`src/rtl/fetch_decode.sv`:
```
// RV32I fetch and pre-decode stage: owns the fetch PC, issues word requests to
// instruction memory and buffers one decoded instruction for downstream stages.
module fetch_decode #(
  parameter logic [31:0] RESET_PC = 32'h0000_0000
) (
  input  logic        clk,
  input  logic        rst_n,
  output logic        imem_req,
  output logic [31:0] imem_addr,
  input  logic        imem_ready,
  input  logic [31:0] imem_rdata,
  input  logic        redirect_valid,
  input  logic [31:0] redirect_pc,
  output logic        out_valid,
  input  logic        out_ready,
  output logic [31:0] inst,
  output logic [31:0] pc,
  output logic [5:0]  I_fmt,
  output logic [2:0]  funct3,
  output logic        illegal
);

  localparam logic [5:0] FMT_R = 6'b100000;
  localparam logic [5:0] FMT_I = 6'b010000;
  localparam logic [5:0] FMT_S = 6'b001000;
  localparam logic [5:0] FMT_B = 6'b000100;
  localparam logic [5:0] FMT_U = 6'b000010;
  localparam logic [5:0] FMT_J = 6'b000001;
  localparam logic [5:0] FMT_X = 6'b000000;
  localparam logic [31:0] NOP  = 32'h0000_0013;

  typedef enum logic [1:0] {
    IDLE    = 2'd0,
    FETCH   = 2'd1,
    DISCARD = 2'd2,
    FULL    = 2'd3
  } state_t;

  state_t      state_reg, state_next;
  logic [31:0] fetch_pc_reg, fetch_pc_next;
  logic        out_valid_next;
  logic        capture;
  logic        req_next;
  logic [31:0] addr_next;
  logic [5:0]  fmt_dec;

  // Opcode-only decode; the low two bits must be 11 for a 32-bit RV32I word.
  function automatic logic [5:0] decode_fmt(input logic [6:0] opcode);
    logic [5:0] f;
    f = FMT_X;
    if (opcode[1:0] == 2'b11) begin
      case (opcode)
        7'b0110011: f = FMT_R;
        7'b0010011,
        7'b0000011,
        7'b1100111,
        7'b0001111,
        7'b1110011: f = FMT_I;
        7'b0100011: f = FMT_S;
        7'b1100011: f = FMT_B;
        7'b0110111,
        7'b0010111: f = FMT_U;
        7'b1101111: f = FMT_J;
        default:    f = FMT_X;
      endcase
    end
    return f;
  endfunction

  assign fmt_dec = decode_fmt(imem_rdata[6:0]);

  always_comb begin
    state_next     = state_reg;
    fetch_pc_next  = fetch_pc_reg;
    out_valid_next = out_valid;
    capture        = 1'b0;

    case (state_reg)
      IDLE: state_next = FETCH;
      FETCH: begin
        if (imem_ready) begin
          capture        = 1'b1;
          out_valid_next = 1'b1;
          state_next     = FULL;
        end
      end
      FULL: begin
        if (out_ready) begin
          out_valid_next = 1'b0;
          fetch_pc_next  = pc + 32'd4;
          state_next     = FETCH;
        end
      end
      DISCARD: begin
        if (imem_ready) state_next = FETCH;
      end
      default: state_next = IDLE;
    endcase

    // A redirect overrides everything; an outstanding request is always
    // allowed to complete (via DISCARD) before the new target is fetched.
    if (redirect_valid) begin
      fetch_pc_next  = redirect_pc & ~32'h3;
      capture        = 1'b0;
      out_valid_next = 1'b0;
      case (state_reg)
        FETCH, DISCARD: state_next = imem_ready ? FETCH : DISCARD;
        default:        state_next = FETCH;
      endcase
    end

    req_next  = (state_next == FETCH) || (state_next == DISCARD);
    // DISCARD keeps presenting the old address until its response returns.
    addr_next = (state_next == FETCH) ? fetch_pc_next : imem_addr;
  end

  always_ff @(posedge clk or negedge rst_n) begin
    if (!rst_n) begin
      state_reg    <= IDLE;
      fetch_pc_reg <= RESET_PC;
      imem_req     <= 1'b0;
      imem_addr    <= RESET_PC;
      out_valid    <= 1'b0;
      inst         <= NOP;
      pc           <= RESET_PC;
      I_fmt        <= FMT_I;
      funct3       <= 3'b000;
      illegal      <= 1'b0;
    end else begin
      state_reg    <= state_next;
      fetch_pc_reg <= fetch_pc_next;
      imem_req     <= req_next;
      imem_addr    <= addr_next;
      out_valid    <= out_valid_next;
      if (capture) begin
        inst    <= imem_rdata;
        pc      <= fetch_pc_reg;
        I_fmt   <= fmt_dec;
        funct3  <= imem_rdata[14:12];
        illegal <= (fmt_dec == FMT_X);
      end
    end
  end

endmodule
```
`config.mk`:
```
export PLATFORM = sky130hd
export DESIGN_NAME = fetch_decode
export DESIGN_NICKNAME = d
export VERILOG_FILES = /design/src/rtl/fetch_decode.sv
export SDC_FILE = /design/constraint.sdc
export NUM_CORES = 1
export LEC_CHECK = 0
export CAP_MARGIN = 30
export CORE_MARGIN = 3
export CORE_UTILIZATION = 60
export DETAILED_ROUTE_END_ITERATION = 10
export DONT_BUFFER_PORTS = 1
export PLACE_DENSITY = 0.77
export SLEW_MARGIN = 20
export SYNTH_ARGS = -nofsm -noshare
export SYNTH_HDL_FRONTEND = slang
export SYNTH_SLANG_ARGS = --single-unit
```
`constraint.sdc`:
```
create_clock -name clk -period 3.15 [get_ports clk]
set_input_delay 0.4725 -clock clk [delete_from_list [all_inputs] [get_ports clk]]
set_output_delay 0.4725 -clock clk [all_outputs]
set_load 0.005 [all_outputs]
```
==> flow_summary_export.csv <==
group,metric,value,unit
die,core,10500,sq um
outcome,violations,"hold timing",
timing,tns,0,ns
drt,drc_errors,0,
power_and_ir_drop,p_leak,0.00313,uW
logic_synthesis,seq_area_frac_synth,0.528,
power_and_ir_drop,ir_drop,0.641,mV
drt,antenna_left,0,
logic_synthesis,syn_area,6600,sq um
grt,grt_pass1_vias,4754,
die,die_w,111,microns
clocking,clock_path_buffers,2,
die,ios,177,
run,max-cap-violations,0,
power_and_ir_drop,p_per_area,1020,nW/um^2
logic_synthesis,synth_top_area_share,0.512,
worst_setup_path,crit_arrival,3.14,ns
layout,num_antenna_cells,0,
logic_synthesis,synth_flop_cell,"dfrtp_1",
logic_synthesis,syn_nets,670,
drt,first_iter_violations,272,
timing,finalClockSkew,0.00685,ns
timing,grt_setup_unrepaired,"false",
logic_synthesis,synthCells,595,
clocking,cts_root_buf,"clkbuf_8",
grt,overflow,0,
drt,wire_per_inst,21.0,microns
layout,drive_gt1_frac,0.234,
die,fp.dieArea,12300,sq um
place,place_congestion,0.833,
logic_synthesis,yosys_warnings,0,
clocking,cts.sinks,139,
clocking,path_clk_slew,0.06,ns
worst_setup_path,crit_path_start_kind,"flop",
die,die_h,111,microns
timing,slew_violations,0,
die,rows,37,
worst_setup_path,cp.required,3.56,ns
worst_hold_path,worstHoldPathType,"in -> async",
worst_setup_path,critical_path.top_delay_family,"adder cells",
clocking,cts_setup_buffers,0,
timing,max_freq,366,MHz
clocking,cts_made_buffers,17,
die,initial_utilization,0.628,
timing,setup_viol,0,
timing,period_share,0.868,
logic_synthesis,synth_async_sr_flop_share,1.00,
drt,wirelength,15400,microns
grt,grt_start_max_net_pins,140,
grt,grt_pass1_wl,24800,microns
logic_synthesis,synth_edf_count,0,
worst_setup_path,cpPeakStageDelay,0.63,ns
worst_setup_path,cpMaxStageDelayCell,"ha_2",
drt,avgViaCountPerCell,6.39,
clocking,cts_tree,"done",
layout,syn2layout_area_growth,10.8,%
clocking,htreeDepth,4,
outcome,status,"finished with violations",
logic_synthesis,ys_seq_elements,139,
timing,slew_headroom,0.553,
logic_synthesis,synthTopCellsByArea,"dfrtp_1, mux2_2, nand2_1",
drt,vias,4689,
worst_setup_path,cp_max_fo,23,
power_and_ir_drop,fin_total_pwr,7460,uW
logic_synthesis,avgSynthCellArea,11.1,sq um
worst_setup_path,crit_type,"reg -> reg",
drt,firstDrtPassIters,5,
logic_synthesis,ys_types,63,
place,place_hpwl,10600,microns
timing,tightest_slew,0.666,ns
clocking,post_cts_resized,0,
logic_synthesis,yosysTopAreaCell,"dfrtp_1",
timing,layout_min_cycle_time,2.73,ns
layout,nets,660,
grt,antenna_found_initial,0,
grt,grt_use_total,0.251,
timing,finalHoldViolations,139,
place,numPortBuffers,0,
worst_setup_path,cp.buffers_inverters,2,
timing,holdWs,-0.360,ns
worst_setup_path,crit_chain,"ha_1, inv_1, a2bb2oi_1, o21ai_0, a32oi_1, ha_2, buf_12, mux2_2",
clocking,clkLatencyLatePin,0.53,ns
worst_setup_path,worstSetupEndpointType,"flop",
-- per-layer routing --
| metal | global-route usage | vias up | part of all wire | wire, microns |
|---|---|---|---|---|
| li1 | - | 2123 | - | - |
| met1 | 0.312 | 2345 | 0.40 | 6220 |
| met2 | 0.407 | 201 | 0.49 | 7560 |
| met3 | 0.0955 | 20 | 0.093 | 1430 |
| met4 | 0.0813 | 0 | 0.015 | 229 |
| met5 | 0 | - | 0 | 0 |
-- stage by stage --
step	instance area (sq um)	std cells	hold slack (ns)	setup WS, ns	utilization
global route	7310	734	-0.383	0.287	0.696
CTS	7300	733	-0.378	0.452	0.695
detailed placement	6680	701	0.180	0.466	0.636
global placement	6680	701	0.180	0.588	0.636
finish	7310	734	-0.360	0.416	0.696
floorplan	6600	595	0.177	0.329	-
-- logic make-up (layout without fill, tap and decap cells) --
family / count (synthesis) / in the layout / share of synthesized area
mux: 96 / 96 / 0.163
buf+inv: 56 / 59 / 0.0351
simple gates: 176 / 176 / 0.138
xor+xnor: 14 / 14 / 0.0186
compound gates: 108 / 108 / 0.106
flops: 139 / 139 / 0.528
fa+ha+maj: 6 / 6 / 0.0114
-- final timing paths --
check	depth (start not counted)	from	slack (ns)	to
setup / recovery	8	state_reg[0]	0.42	imem_addr[25]
hold / removal	0	rst_n	-0.36	I_fmt[0]
setup reg to reg	8	state_reg[0]	0.42	imem_addr[25]
hold reg to reg	2	I_fmt[4]	0.49	I_fmt[4]
max in group asynchronous	0	rst_n	3.28	I_fmt[4]
min in group clk	1	imem_rdata[2]	0.05	I_fmt[5]
-- final cells by class --
cell class                      count  area (sq um)
Sequential cell                   139          3480
Fill cell                         762          3200
Multi-Input combinational cell    400          2890
Clock buffer                       25           484
Tap cell                          136           170
Clock inverter                      7           135
Timing Repair Buffer               10          90.1
Inverter                           17          63.8
-- synth_stat cells, types with 2 or more instances --
library cell	instances
dfrtp_1	135
mux2_2	85
nand2_1	54
nor2_1	39
a21oi_1	36
clkbuf_1	28
o21ai_0	21
inv_1	17
nand3_1	16
nor3_1	13
nand4_1	12
mux2i_1	10
xnor2_1	10
ha_1	6
buf_2	5
nand2b_1	5
nor4_1	5
o221ai_1	5
o31ai_1	5
a311oi_1	4
a31oi_1	4
and3_1	4
buf_4	4
dfstp_2	4
nand3b_1	4
or3_1	4
xor2_1	4
a22oi_1	3
a31o_2	3
a41oi_1	3
nor2b_1	3
o41ai_1	3
a211o_1	2
a211oi_1	2
a21o_1	2
a221oi_1	2
a2bb2oi_1	2
and2_1	2
buf_1	2
nor4_4	2
o21bai_1	2
or4_1	2
-- power by group --
| group | internal, uW | total (uW) | switching, uW |
|---|---|---|---|
| Clock | 1370 | 2080 | 711 |
| Combinational | 1060 | 2010 | 954 |
| Sequential | 2530 | 3370 | 841 |
-- cell usage in the layout (no fill, tap or decap), types with 3 or more instances in the layout --
cell type  Yosys  routed
a21oi_1       36      36
a22oi_1        3       3
a311oi_1       4       4
a31o_2         3       3
a31oi_1        4       4
a41oi_1        3       3
and3_1         4       4
buf_4          4       8
bufinv_16      0       4
clkbuf_1      28       4
clkbuf_16      0      16
clkbuf_8       0       5
clkinv_2       0       3
dfrtp_1      135     135
dfstp_2        4       4
ha_1           6       5
inv_1         17      17
mux2_2        85      85
mux2i_1       10      10
nand2_1       54      54
nand2b_1       5       5
nand3_1       16      16
nand3b_1       4       4
nand4_1       12      12
nor2_1        39      39
nor2b_1        3       3
nor3_1        13      13
nor4_1         5       5
o21ai_0       21      21
o221ai_1       5       5
o31ai_1        5       5
o41ai_1        3       3
or3_1          4       4
xnor2_1       10      10
xor2_1         4       4
Note: power is estimated with default switching activity, not from simulation.
